**config.mk**
```make
export PLATFORM = sky130hd
export DESIGN_NAME = seven_seg_scan_driver
export DESIGN_NICKNAME = d
export VERILOG_FILES = /design/src/rtl/seg_pkg.sv /design/src/rtl/hex_to_seg.sv /design/src/rtl/seven_seg_scan_driver.sv
export SDC_FILE = /design/constraint.sdc
export NUM_CORES = 1
export LEC_CHECK = 0
export ABC_AREA = 1
export BUFFER_PORTS_ARGS = -buffer_cell sky130_fd_sc_hd__buf_2
export CORE_MARGIN = 1.5
export CORE_UTILIZATION = 33
export CTS_CLUSTER_DIAMETER = 150
export DETAILED_ROUTE_END_ITERATION = 12
export GPL_ROUTABILITY_DRIVEN = 0
export PLACE_DENSITY = 0.61
export RECOVER_POWER = 25
export SLEW_MARGIN = 20
export SYNTH_ARGS = -nofsm -noshare
export SYNTH_HDL_FRONTEND = slang
export SYNTH_SLANG_ARGS = --single-unit
```
**constraint.sdc**
```tcl
create_clock -name clock -period 3.9 [get_ports clock]
set_input_delay 0.78 -clock clock [delete_from_list [all_inputs] [get_ports clock]]
set_output_delay 0.78 -clock clock [all_outputs]
set_load 0.01 [all_outputs]
```
**src/rtl/seg_pkg.sv**
```systemverilog
// Shared definitions for the seven-segment scan driver: the active-high
// segment table (bit 6 = a ... bit 0 = g), the blank pattern and the per-digit record.
package seg_pkg;

  localparam logic [6:0] SEG_BLANK = 7'b000_0000;

  localparam logic [6:0] SEG_TABLE [16] = '{
    7'b111_1110,  // 0
    7'b011_0000,  // 1
    7'b110_1101,  // 2
    7'b111_1001,  // 3
    7'b011_0011,  // 4
    7'b101_1011,  // 5
    7'b101_1111,  // 6
    7'b111_0000,  // 7
    7'b111_1111,  // 8
    7'b111_1011,  // 9
    7'b111_0111,  // A
    7'b001_1111,  // b
    7'b100_1110,  // C
    7'b011_1101,  // d
    7'b100_1111,  // E
    7'b100_0111   // F
  };

  typedef struct packed {
    logic [3:0] value;
    logic       enable;
    logic       dp;
  } digit_t;

endpackage

```
**src/rtl/hex_to_seg.sv**
```systemverilog
// Combinational nibble to active-high seven-segment decoder.
module hex_to_seg
  import seg_pkg::*;
(
  input  logic [3:0] nibble,
  output logic [6:0] segments
);

  assign segments = SEG_TABLE[nibble];

endmodule

```
**src/rtl/seven_seg_scan_driver.sv**
```systemverilog
// Time-multiplexed seven-segment driver with staged, tear-free display updates
// that take effect only at the frame wrap.
module seven_seg_scan_driver
  import seg_pkg::*;
#(
  parameter int NUM_DIGITS  = 4,
  parameter int REFRESH_DIV = 100000,
  parameter int ACTIVE_LOW  = 1
) (
  input  logic                    clock,
  input  logic                    reset_n,
  input  logic [4*NUM_DIGITS-1:0] digit_values,
  input  logic [NUM_DIGITS-1:0]   digit_enable,
  input  logic [NUM_DIGITS-1:0]   dp_values,
  input  logic                    load,
  output logic [NUM_DIGITS-1:0]   anode,
  output logic [6:0]              cathode,
  output logic                    dp,
  output logic                    frame_done
);

  localparam int IW = $clog2(NUM_DIGITS);
  localparam int PW = $clog2(REFRESH_DIV);
  localparam logic [PW-1:0] PRE_LAST = PW'(REFRESH_DIV - 1);
  localparam logic [IW-1:0] IDX_LAST = IW'(NUM_DIGITS - 1);
  // Output level that means "off"; XOR-ing with it applies the polarity.
  localparam logic OFF = (ACTIVE_LOW != 0);

  logic [PW-1:0] prescale;
  logic [IW-1:0] scan_idx;
  logic          load_pending;
  digit_t [NUM_DIGITS-1:0] staging;
  digit_t [NUM_DIGITS-1:0] display;
  digit_t [NUM_DIGITS-1:0] incoming;

  logic tick;
  logic wrap;
  digit_t cur;
  logic [6:0] seg_raw;
  logic [NUM_DIGITS-1:0] anode_on;
  logic [6:0] seg_on;
  logic dp_on;

  always_comb begin
    for (int i = 0; i < NUM_DIGITS; i++) begin
      incoming[i].value  = digit_values[4*i +: 4];
      incoming[i].enable = digit_enable[i];
      incoming[i].dp     = dp_values[i];
    end
  end

  assign tick = (prescale == PRE_LAST);
  assign wrap = tick && (scan_idx == IDX_LAST);
  assign cur  = display[scan_idx];

  hex_to_seg u_hex_to_seg (
    .nibble   (cur.value),
    .segments (seg_raw)
  );

  // A disabled digit keeps its anode off as well as its segments.
  always_comb begin
    anode_on = '0;
    seg_on   = SEG_BLANK;
    dp_on    = 1'b0;
    if (cur.enable) begin
      anode_on = NUM_DIGITS'(1) << scan_idx;
      seg_on   = seg_raw;
      dp_on    = cur.dp;
    end
  end

  always_ff @(posedge clock) begin
    if (!reset_n) begin
      prescale     <= '0;
      scan_idx     <= '0;
      load_pending <= 1'b0;
      staging      <= '0;
      display      <= '0;
      frame_done   <= 1'b0;
      anode        <= {NUM_DIGITS{OFF}};
      cathode      <= {7{OFF}};
      dp           <= OFF;
    end else begin
      frame_done <= wrap;

      if (tick) begin
        prescale <= '0;
        scan_idx <= (scan_idx == IDX_LAST) ? '0 : scan_idx + 1'b1;
      end else begin
        prescale <= prescale + 1'b1;
      end

      if (load) staging <= incoming;

      // A load landing on the wrap bypasses staging so it is shown next frame.
      if (load && wrap) begin
        display      <= incoming;
        load_pending <= 1'b0;
      end else if (wrap && load_pending) begin
        display      <= staging;
        load_pending <= 1'b0;
      end else if (load) begin
        load_pending <= 1'b1;
      end

      anode   <= anode_on ^ {NUM_DIGITS{OFF}};
      cathode <= seg_on ^ {7{OFF}};
      dp      <= dp_on ^ OFF;
    end
  end

endmodule

```
==> results.json <==
{
  "status": "finished, final reports clean",
  "place_area_mm2": 0.00400,
  "ctsHoldBuffers": 0,
  "grt_util_all_layers": 0.141,
  "synth-adder-area-share": 0.0371,
  "start_util": 0.341,
  "vias": 3161,
  "antenna_found_initial": 0,
  "clkPwrFrac": 0.409,
  "routed_via_density": 4.48,
  "synth_cell_types": 29,
  "pwr_density_cell_mw_per_mm2": 377,
  "crit_path_end_kind": "flop",
  "yosys_warnings": 0,
  "netlist_instances": 527,
  "synth_xor_area_frac": 0.0142,
  "finClkSkew_ns": 0.00694,
  "power_switching_uw": 372,
  "n_fill_cell": 1133,
  "pwr-share-comb": 0.054,
  "synth_top_family_by_area": "simple AND/OR/NAND/NOR gates",
  "hold_viol_final": 0,
  "path_class": "flop to flop",
  "ctsResizeCount": 0,
  "worst_pin_slew_ns": 0.810,
  "cts_sinks": 81,
  "startpoint_type": "flop",
  "multi_input_comb_area_mm2": 0.00172,
  "rsz0062_at_grt": "false",
  "cap_viol_max_count": 0,
  "nNetsFinal": 599,
  "grt_pass1_vias": 2912,
  "crit_required_ns": 4.20,
  "fmax_ghz": 0.428,
  "design_area_mm2": 0.00420,
  "io_buffers": 39,
  "tns_ns": 0,
  "grt_pass1_wl_mm": 13.1,
  "peakVddDrop_uv": 183,
  "post-route-period-util": 0.599,
  "synthesis.nets": 565,
  "sw_frac_of_total": 0.235,
  "cts_tree": "done",
  "synth_flop_cell": "dfxtp_1",
  "synth_edf_count": 0,
  "cp.arrival_ns": 2.63,
  "cp_max_fo": 33,
  "cts_root_buf": "clkbuf_8",
  "seq_area_mm2": 0.00162,
  "drt-total-wl_mm": 7.76,
  "row_count": 38,
  "r2r-start": "scan_idx[0]",
  "clk_pin_slew_ns": 0.08,
  "synth.cell_area_mm2": 0.00371,
  "grt_max_degree": 39,
  "min_path_type": "flop to flop",
  "cts_buffer_depth": 2,
  "drive_gt1_frac": 0.120,
  "slew_headroom": 0.457,
  "detailed_place_hpwl_mm": 5.39,
  "p_int_mw": 1.21,
  "dieArea_mm2": 0.0119,
  "power.total_mw": 1.58,
  "synth_area_per_cell_um2": 7.05,
  "worst_hold_path.num_cells": 1,
  "min_from": "prescale[0]",
  "coreArea_mm2": 0.0109,
  "first_pass_iters": 4,
  "cts_setup_buffers": 0,
  "seqPwrFrac": 0.537,
  "ys_ff_latch": 81,
  "drv_slew": 0,
  "insertion_delay_ns": 0.36,
  "ant_nets": 0,
  "fin_crit_ns": 2.33,
  "grt-ovfl-total": 0,
  "max_stage_delay_ns": 0.75,
  "first_iter_violations": 172,
  "die_w_um": 109,
  "diodes": 0,
  "synthMuxAreaShare": 0,
  "post_drt_wl_per_cell_um": 11.0,
  "setup_viol": 0,
  "syn2layout_area_growth_pct": 13.1,
  "numCtsBuffers": 9,
  "crit_chain": "ha_1, nand4_4, inv_2, o21ai_0, nor2_1",
  "slowest_stage": "dfxtp_1",
  "worstReg2RegEnd": "display[5]",
  "yosysSeqAreaShare": 0.437,
  "synthSimpleGateAreaFrac": 0.290,
  "leakagePower_nw": 1.95,
  "reg2reg_depth": 5,
  "min_to": "prescale[0]",
  "drc": 0,
  "synthArstFlopShare": 0,
  "htreeDepth": 3,
  "r2r_slack_ns": 1.57,
  "fp.dieH_um": 109,
  "synth-compound-area-share": 0.122,
  "ioPinCount": 40
}
routing by layer:
layer / up-vias / GRT usage / part of all wire
met5: - / 0 / 0
li1: 1704 / - / -
met2: 49 / 0.220 / 0.44
met3: 11 / 0.0329 / 0.039
met1: 1397 / 0.185 / 0.50
met4: 0 / 0.0592 / 0.017
placed cells by master (no fill, tap or decap), types with 2 or more instances in the layout:
cell type and n:
inv_1 66, buf_2 26, o21a_1 6, clkinv_1 3
a21oi_1 51, or2_2 13, ha_1 11, nor2_2 3
nand2_1 142, inv_2 6, o21ai_0 25, xor2_1 6
nand4_1 4, nor3b_1 4, nand3_1 18, clkbuf_8 11
clkbuf_1 13, clkinvlp_4 2, dfxtp_1 81, nor3_1 5
nor2_1 57
worst max-delay path, delay by kind of cell (launching register included):
kind	cells	cell delay [ns]
adders and majority gates	1	0.41
and+or+nand+nor	2	0.55
DFF	1	0.75
AOI/OAI and AO/OA	1	0.14
buffers and inverters	1	0.42
power by group through the flow:
stage	clock, mW	sequential (mW)	combinational (mW)
floorplan	0	0.869	0.0607
global placement	0	0.869	0.0837
detailed placement	0	0.870	0.0873
CTS	0.668	0.850	0.0879
global route	0.707	0.852	0.0995
finish	0.648	0.850	0.0861
kinds of logic (layout without fill, tap and decap cells):
kind of cell	Yosys count	count (layout)
and+or+nand+nor	251	251
xor gates and xnor gates	6	6
AOI/OAI and AO/OA	86	86
adders and majority gates	11	11
buffers and inverters	92	131
DFF	81	81
sequential cells by signal, summed over array words and instances (netlist names):
| name | cells |
|---|---|
| display | 24 |
| staging | 24 |
| frame_done | 1 |
| load_pending | 1 |
| scan_idx | 2 |
| anode | 4 |
| cathode | 7 |
| prescale | 17 |
| dp | 1 |
per-stage QoR:
stage / worst slack (ns) / hold slack, ns / cells / utilization
3_5_place_dp: 1.26 / 0.442 / 690 / 0.368
2_1_floorplan: 2.17 / 0.418 / 527 / -
3_3_place_gp: 1.33 / 0.429 / 690 / 0.368
5_1_grt: 1.25 / 0.463 / 706 / 0.386
4_1_cts: 1.53 / 0.454 / 706 / 0.387
6_report: 1.57 / 0.456 / 706 / 0.386
cell type report:
class | count | share of cell area
multi-input combinational | 354 | 0.410
sequential | 81 | 0.386
inverter | 75 | 0.0670
timing repair buffer | 40 | 0.0444
tap | 140 | 0.0417
clock buffer | 11 | 0.0361
clock inverter | 5 | 0.0149
synth_stat cells, types with 4 or more instances:
cell type	number	area, um2
dfxtp_1	81	1620
xor2_1	6	52.6
or2_2	13	81.3
nand2_1	141	529
nand3_1	18	90.1
nor2_1	57	214
ha_1	11	138
inv_1	66	248
buf_2	7	35.0
clkbuf_1	8	30.0
o21ai_0	25	125
nand4_1	4	25.0
inv_2	6	22.5
nor3b_1	4	30.0
o21a_1	6	45.0
a21oi_1	51	255
nor3_1	5	25.0
how the worst max path moves through the flow:
stage / startpoint / to / slack, ns
final: scan_idx[0] / display[5] / 1.57
after global placement: load / display[23] / 1.33
after floorplan: scan_idx[0] / cathode[0] / 2.17
after global routing: scan_idx[0] / cathode[6] / 1.25
after detailed placement: load / display[23] / 1.26
after CTS: scan_idx[0] / display[5] / 1.53
Note: power is estimated with default switching activity, not from simulation.
